$ cat src/rtl/dac_xy_if.sv
// Sample stream from pattern logic into the XY DAC driver.
// master drives valid/x/y/rgb and reads ready; slave the reverse.
interface dac_xy_if #(
    parameter int DATA_BITS = 10
) ();
    logic                 s_valid;
    logic                 s_ready;
    logic [DATA_BITS-1:0] s_x;
    logic [DATA_BITS-1:0] s_y;
    logic                 s_red;
    logic                 s_grn;
    logic                 s_blu;

    modport master (
        output s_valid, s_x, s_y, s_red, s_grn, s_blu,
        input  s_ready
    );

    modport slave (
        input  s_valid, s_x, s_y, s_red, s_grn, s_blu,
        output s_ready
    );
endinterface

$ cat src/rtl/dac_xy.sv
// XY DAC driver: buffers X/Y/RGB samples and plays them out at clk/CLK_DIV.
// Ports: clk, reset (async high), enable, s (stream slave),
// dac_clk/dac_x/dac_y/dac_red/dac_grn/dac_blu pins, underflow, level.
module dac_xy #(
    parameter int DATA_BITS  = 10,
    parameter int CLK_DIV    = 4,
    parameter int FIFO_DEPTH = 4
) (
    input  logic                          clk,
    input  logic                          reset,
    input  logic                          enable,
    dac_xy_if.slave                       s,
    output logic                          dac_clk,
    output logic [DATA_BITS-1:0]          dac_x,
    output logic [DATA_BITS-1:0]          dac_y,
    output logic                          dac_red,
    output logic                          dac_grn,
    output logic                          dac_blu,
    output logic                          underflow,
    output logic [$clog2(FIFO_DEPTH):0]   level
);
    localparam int AW = (FIFO_DEPTH > 1) ? $clog2(FIFO_DEPTH) : 1;
    localparam int LW = $clog2(FIFO_DEPTH) + 1;
    localparam int CW = (CLK_DIV > 1) ? $clog2(CLK_DIV) : 1;
    localparam int SW = 2 * DATA_BITS + 3;

    logic [SW-1:0] r_mem [FIFO_DEPTH];
    logic [AW-1:0] r_wptr;
    logic [AW-1:0] r_rptr;
    logic [LW-1:0] r_level;
    logic [CW-1:0] r_cnt;
    logic          r_dac_clk;
    logic [DATA_BITS-1:0] r_dac_x;
    logic [DATA_BITS-1:0] r_dac_y;
    logic [2:0]    r_rgb;
    logic          r_underflow;

    logic          w_push;
    logic          w_pop;
    logic          w_load;
    logic          w_empty;
    logic [CW-1:0] w_cnt_nxt;
    logic [SW-1:0] w_wdata;
    logic [SW-1:0] w_head;

    assign s.s_ready = (r_level != LW'(FIFO_DEPTH));
    assign w_push    = s.s_valid && s.s_ready;
    assign w_empty   = (r_level == '0);
    assign w_load    = enable && (r_cnt == CW'(CLK_DIV - 1));
    // level is the registered count, so a same-cycle push is not poppable
    assign w_pop     = w_load && !w_empty;
    assign w_wdata   = {s.s_x, s.s_y, s.s_red, s.s_grn, s.s_blu};
    assign w_head    = r_mem[r_rptr];

    always_comb begin
        w_cnt_nxt = '0;
        if (enable && !w_load)
            w_cnt_nxt = r_cnt + 1'b1;
    end

    // Storage needs no reset; occupancy guards every read.
    always_ff @(posedge clk) begin
        if (w_push)
            r_mem[r_wptr] <= w_wdata;
    end

    always_ff @(posedge clk or posedge reset) begin
        if (reset) begin
            r_wptr  <= '0;
            r_rptr  <= '0;
            r_level <= '0;
        end else begin
            if (w_push)
                r_wptr <= r_wptr + 1'b1;
            if (w_pop)
                r_rptr <= r_rptr + 1'b1;
            unique case ({w_push, w_pop})
                2'b10:   r_level <= r_level + 1'b1;
                2'b01:   r_level <= r_level - 1'b1;
                default: r_level <= r_level;
            endcase
        end
    end

    always_ff @(posedge clk or posedge reset) begin
        if (reset) begin
            r_cnt       <= '0;
            r_dac_clk   <= 1'b0;
            r_dac_x     <= '0;
            r_dac_y     <= '0;
            r_rgb       <= '0;
            r_underflow <= 1'b0;
        end else begin
            r_cnt       <= w_cnt_nxt;
            // dac_clk tracks the next count so it is high for the second half
            r_dac_clk   <= (w_cnt_nxt >= CW'(CLK_DIV / 2));
            r_underflow <= w_load && w_empty;
            if (w_pop) begin
                r_dac_x <= w_head[SW-1 -: DATA_BITS];
                r_dac_y <= w_head[3 +: DATA_BITS];
                r_rgb   <= w_head[2:0];
            end else if (w_load) begin
                // starved slot: hold position, blank the beam
                r_rgb   <= '0;
            end
        end
    end

    assign dac_clk   = r_dac_clk;
    assign dac_x     = r_dac_x;
    assign dac_y     = r_dac_y;
    assign dac_red   = r_rgb[2];
    assign dac_grn   = r_rgb[1];
    assign dac_blu   = r_rgb[0];
    assign underflow = r_underflow;
    assign level     = r_level;
endmodule

$ cat src/flat_wrapper.sv
// flat-port wrapper written by rule: the top's interface ports become plain ports
module dac_xy_flat 
#(
    parameter int DATA_BITS  = 10,
    parameter int CLK_DIV    = 4,
    parameter int FIFO_DEPTH = 4
)
  (clk, reset, enable, dac_clk, dac_x, dac_y, dac_red, dac_grn, dac_blu, underflow, level, s_s_valid, s_s_x, s_s_y, s_s_red, s_s_grn, s_s_blu, s_s_ready);
  dac_xy_if #(.DATA_BITS(DATA_BITS)) s_i ();
  input  logic clk;
  input  logic reset;
  input  logic enable;
  output logic dac_clk;
  output logic [DATA_BITS-1:0] dac_x;
  output logic [DATA_BITS-1:0] dac_y;
  output logic dac_red;
  output logic dac_grn;
  output logic dac_blu;
  output logic underflow;
  output logic [$clog2(FIFO_DEPTH):0] level;
  input wire logic [$bits(s_i.s_valid)-1:0] s_s_valid;
  input wire logic [$bits(s_i.s_x)-1:0] s_s_x;
  input wire logic [$bits(s_i.s_y)-1:0] s_s_y;
  input wire logic [$bits(s_i.s_red)-1:0] s_s_red;
  input wire logic [$bits(s_i.s_grn)-1:0] s_s_grn;
  input wire logic [$bits(s_i.s_blu)-1:0] s_s_blu;
  output wire logic [$bits(s_i.s_ready)-1:0] s_s_ready;
  assign s_i.s_valid = s_s_valid;
  assign s_i.s_x = s_s_x;
  assign s_i.s_y = s_s_y;
  assign s_i.s_red = s_s_red;
  assign s_i.s_grn = s_s_grn;
  assign s_i.s_blu = s_s_blu;
  assign s_s_ready = s_i.s_ready;
  dac_xy #(.DATA_BITS(DATA_BITS), .CLK_DIV(CLK_DIV), .FIFO_DEPTH(FIFO_DEPTH)) u_core (.clk(clk), .reset(reset), .enable(enable), .s(s_i), .dac_clk(dac_clk), .dac_x(dac_x), .dac_y(dac_y), .dac_red(dac_red), .dac_grn(dac_grn), .dac_blu(dac_blu), .underflow(underflow), .level(level));
endmodule
$ cat config.mk
export PLATFORM = sky130hd
export DESIGN_NAME = dac_xy_flat
export DESIGN_NICKNAME = d
export VERILOG_FILES = /design/src/rtl/dac_xy_if.sv /design/src/rtl/dac_xy.sv /design/src/flat_wrapper.sv
export SDC_FILE = /design/constraint.sdc
export NUM_CORES = 1
export LEC_CHECK = 0
export ABC_AREA = 1
export CAP_MARGIN = 20
export CORE_MARGIN = 10
export CORE_UTILIZATION = 30
export CTS_BUF_LIST = sky130_fd_sc_hd__clkbuf_16
export DETAILED_ROUTE_END_ITERATION = 6
export PLACE_DENSITY = 0.59
export SYNTH_ARGS = -nofsm -noshare
export SYNTH_HDL_FRONTEND = slang
export SYNTH_SLANG_ARGS = --single-unit
$ cat constraint.sdc
create_clock -name clk -period 5.86 [get_ports clk]
set_clock_uncertainty 0.15 [all_clocks]
set_input_delay 1.172 -clock clk [delete_from_list [all_inputs] [get_ports clk]]
set_output_delay 1.172 -clock clk [all_outputs]
set_load 0.1 [all_outputs]
Yosys cells after proc, flatten, opt, wreduce, memory -nomap -nowiden
Memories as Yosys holds them, arrays and structs flattened.
Cells that the tools add are included.

storage, ports and cells
  register bits after elaboration = 34
  memories = 1
  output and inout port bits = 29
  word-level logic and storage cells = 36
  input bits = 27
  memory bits (writable) = 92

cells by class
  reduce and logical (&&, ||, !) cells = 10
  mux-type cells = 6
  magnitude comparators = 1
  add/sub/neg operators = 5
  equality and inequality tests = 4

memories
  name          depth  bits a word  read ports  clocked after memory_dff  wr ports  RTL line      source
  u_core.r_mem  4      23           1           0                         1         dac_xy.sv:27  logic [SW-1:0] r_mem [FIFO_DEPTH];

operator list
  cell                 count
  $add 2x1->2 const B  3
  $mux 3               2
  $pmux 3 s2           1
  $logic_and 1x1->1    5
  $eq 2x2->1 const B   2
  $reduce_bool 2->1    2
  $add 3x1->3 const B  1
  $logic_not 3->1      1
  $ne 3x3->1 const B   1
  $sub 3x1->3 const B  1
  $eq 2x1->1 const B   1
  $ge 2x2->1 const B   1
  $logic_not 1->1      2
  $mux 1               2
  $mux 2               1

Depth between registers and ports, before layout
  depth in word-level cells = 6
  depth in mapped cells = 11
  gate-level depth less buffers = 10

Worst setup path before layout
Ideal clock, no wire load.

  kind = reg2reg
  start = reg u_core.r_level[0] (netlist: u_core.level[0])
  end = mem u_core.r_mem[0][0] (netlist bit), enable pin
  path slack = 2530 ps
  data required time = 5307 ps
  setup time = 403 ps
  period minus slack after synthesis = 3330 ps
  path buffers = 0
  stages on the path, launching flop included = 5
  data arrival time = 2777 ps
  cells stage by stage = dfrtp_1 > nor2_4 > nand2_2 > nand2_2 > nor2_1

between the ends
  word-level cells in the longest chain between the ends = 4

ends and longest elaborated chain
  element                       RTL line            source
  from (decl)                   dac_xy.sv:30        logic [LW-1:0] r_level;
  from (signal assigned)        dac_xy.sv:78        2'b10: r_level <= r_level + 1'b1;
  from (signal assigned)        dac_xy.sv:79        2'b01: r_level <= r_level - 1'b1;
  from (signal assigned)        dac_xy.sv:80        default: r_level <= r_level;
  $ne 3x3->1                    dac_xy.sv:46        assign s.s_ready = (r_level != LW'(FIFO_DEPTH));
  via s_s_ready                 flat_wrapper.sv:27  output wire logic [$bits(s_i.s_ready)-1:0] s_s_ready;
  $logic_and 1x1->1             dac_xy.sv:47        assign w_push = s.s_valid && s.s_ready;
  $mux 1                        dac_xy.sv:63        if (w_push)
  $mux 1 (not written as such)  dac_xy.sv:64        r_mem[r_wptr] <= w_wdata;
  to (decl)                     dac_xy.sv:27

The timed path passes the listed nets, and every way through them passes these cells.

Worst setup path in the final report
  start = reg u_core.r_level[0] (netlist: u_core.level[0])
  end = out s_s_ready

between the ends
  word-level cells in the longest chain between the ends = 1

ends and longest elaborated chain
  element     RTL line
  $ne 3x3->1  dac_xy.sv:46
  to (decl)   flat_wrapper.sv:27

No other way between the ends.

==> metrics.md <==
| Metric | Value |
|---|---|
| GR Overflow Total | 0 |
| Largest net degree at the start of global routing | 49 |
| End of the worst hold path | u_core.r_cnt[0] |
| Layout cells sized above 1 | between 10% and 20% |
| Worst-case clock buffer depth | 2 |
| Vias in the first global route | 3,545 |
| Max-Cap Viols | 0 |
| H-tree levels | 4 |
| Routed WL | 11.8 mm |
| Final hold violations | 0 |
| Clock Sinks | 125 |
| IO Pins | 56 |
| CP Class | reg2out |
| Post-route cell area | 0.00669 sq mm |
| HP Class | reg2reg |
| Worst Setup Start Kind | register |
| Worst path required time | roughly 4.5 ns |
| Post-synthesis cell type count | 23 |
| Synth Net Count | between 500 and 600 |
| Final core occ | about two fifths |
| FF-to-FF Start | u_core.r_cnt[1] |
| Hold Path Depth | 1 |
| Fill count | 1,668 |
| Worst path top cell family by delay | buffers and inverters |
| Tcrit/Tclk final | around 59% |
| ANT nets after route | 0 |
| Final Max Slew Viols | 0 |
| PwrDens | 588 mW/mm^2 |
| Top post-synthesis cells by area | edfxtp_1 (52%), dfrtp_1 (16%), nand2_1 (13%) |
| Worst R2R Setup Slack | around 3.3 ns |
| GRT Util Overall | 10.2% |
| Die Wd | about 150 microns |
| Initial antenna violation count | 1 |
| Slew @ Worst Pin | 0.989 ns |
| Top cell type by total area after synthesis | edfxtp_1 |
| Setup-failing EPs final | 0 |
| CTS root buffer | clkbuf_16 |
| Placed cell count | about 770 |
| Footprint of the multi-input gates | 0.00120 sq mm |
| RSZ-0062 raised after global routing | false |
| Critical Path AT | 2.15 ns |
| Initial Util | 30.6% |
| Final WS setup | 2.39 ns |
| TritonCTS Buffers | 17 |
| CP endpoint kind | primary output |
| Avg WL per Cell | around 15 microns |
| Post-CTS sizing | 0 |
| Max-slew headroom | about a third |
| Synth warnings | 0 |
| CP peak stage delay | 1.14 ns |
| Die Y | 153 microns |
| Die area | 0.0234 sq mm |
| Register area | 0.00359 sq mm |
| Rows | 48 |
| Power Total | 3.94 mW |
| Post-CTS Hold Fix Bufs | 0 |
| Placer Congestion | 0.720 |
| Synthesized area per cell | 10.5 sq um |
| Yosys reg bits | roughly 130 |
| Status | completed |
| CTS tree | yes |
| Hold_sp | u_core.r_cnt[0] |
| Hold WS | 0.297 ns |
| 1st-pass router iterations | 4 |
| Reg2reg end | u_core.level[2] |
| Crit-path cells | nor2_4 > nand2_2 > clkdlybuf4s50_1 |
| First-pass GRT wire length | 18.9 mm |
| Layout net count | 600 |
| Setup TNS | 0 ns |
| IO buf count | 55 |
| Clock latency on the worst-skew pair | 0.41 ns |
| Max VDD drop | 0.000422 V |
| FF-to-FF path depth | 9 |
| Fmax | ~290 MHz |
| Placement Cell Area | 0.00603 sq mm |
| Core footprint | 0.0173 sq mm |
| DR vias/cell | roughly 4.2 |
| DRT iter0 DRCs | 176 |
| Slowest-stage cell, CP | clkdlybuf4s50_1 |
| Leak pwr | ~3 nW |
| Non-filler cells, final | 805 |
| Worst-path maximum fanout | 4 |
| Total number of vias | 3,413 |
| Syn-to-layout area delta | 26.3% |
| Post-CTS Setup Repair Bufs | 0 |
| Register area share after synthesis | approximately 68% |
| Share of the synthesized area in the top cell type | 52.1% |
| Tmin final | between 3 and 4 ns |
| Dpl ws | 2.11 ns |
| Cells after Synth | 504 |
| CTS clk-pin slew, worst paths | ~0.060 ns |
| HPWL Detailed | 6.91 mm |
| WP buf/inv | 1 |
| Mapped cell area | 0.00530 sq mm |
| Number of remaining DRC errors | 0 |
-- metal layers --
layer / vias up / wire (microns) / track usage, %
li1: 1693 / - / -
met1: 1644 / 5040 / 11.3
met2: 66 / 5880 / 17.4
met3: 10 / 660 / 3.76
met4: 0 / 174 / 3.86
met5: - / 0 / 0
-- worst reg2reg max path: stages, from the launching register on --
cell,delay (ns)
dfrtp_1,0.35
ha_1,0.20
nand2_2,0.13
a21oi_4,0.61
ha_1,0.29
inv_1,0.07
fa_1,0.38
nand2_1,0.08
nand3_1,0.08
xor2_1,0.14
-- report_power, final --
part / internal [mW] / total, mW / switching [mW]
Sequential: 1.19 / 1.29 / 0.108
Combinational: 0.380 / 1.53 / 1.15
Clock: 0.745 / 1.11 / 0.364
Total: 2.31 / 3.94 / 1.63
-- Yosys cell counts, drive strengths merged --
cell    number
a21oi        1
buf         19
clkinv       4
dfrtp       33
edfxtp      92
fa           1
ha           6
inv         93
nand2      189
nand3       51
nor2         6
nor3         1
nor3b        1
o21ai        2
xnor2        2
xor2         3
-- layout make-up --
class / count / area share, %
antenna: 1 / 0.0374
clock buffer: 17 / 6.36
clock inverter: 15 / 3.03
inverter: 97 / 5.50
multi-input combinational: 263 / 17.9
sequential: 125 / 53.6
tap: 225 / 4.21
timing repair buffer: 62 / 9.31
-- state kept, by name, summed over array words and instances, names as in the netlist --
register,flops
u_core.dac_y,10
u_core.r_mem,92
u_core.r_wptr,2
u_core.r_rptr,2
u_core.r_cnt,2
u_core.underflow,1
u_core.dac_x,10
u_core.level,3
u_core.r_rgb,3
-- cell usage in the layout (no fill, tap or decap), drive strengths merged --
cell	Yosys	routed
nand2	189	189
clkinv	4	10
dfrtp	33	33
fa	1	1
ha	6	6
a21oi	1	1
buf	19	7
diode	0	1
nor3	1	1
nor3b	1	1
bufinv	0	5
edfxtp	92	92
nand3	51	51
clkdlybuf4s50	0	55
nor2	6	6
inv	93	94
clkbuf	0	17
xnor2	2	2
clkinvlp	0	3
xor2	3	3
o21ai	2	2
-- cell families (layout without fill, tap and decap cells) --
family          count (synthesis)  in the layout  share of synthesized area, %
simple gates                  248            248                          19.3
flops                         125            125                          67.7
buf+inv                       116            191                          9.80
fa+ha+maj                       7              7                          1.79
xor+xnor                        5              5                         0.827
compound gates                  3              3                         0.496
other cells                     0              1                             0
-- how the worst max path moves through the flow --
stage / start / endpoint / slack [ns] / cells past startpoint
3_3_place_gp: enable / u_core.level[2] / 2.17 / 9
5_1_grt: u_core.level[0] / s_s_ready / 2.30 / 3
3_5_place_dp: enable / u_core.level[2] / 2.11 / 9
2_1_floorplan: u_core.level[0] / u_core.r_mem[0][0] / 2.53 / 4
6_report: u_core.level[0] / s_s_ready / 2.39 / 3
4_1_cts: u_core.level[0] / s_s_ready / 2.36 / 3
Power figures use the tool's default switching activity.
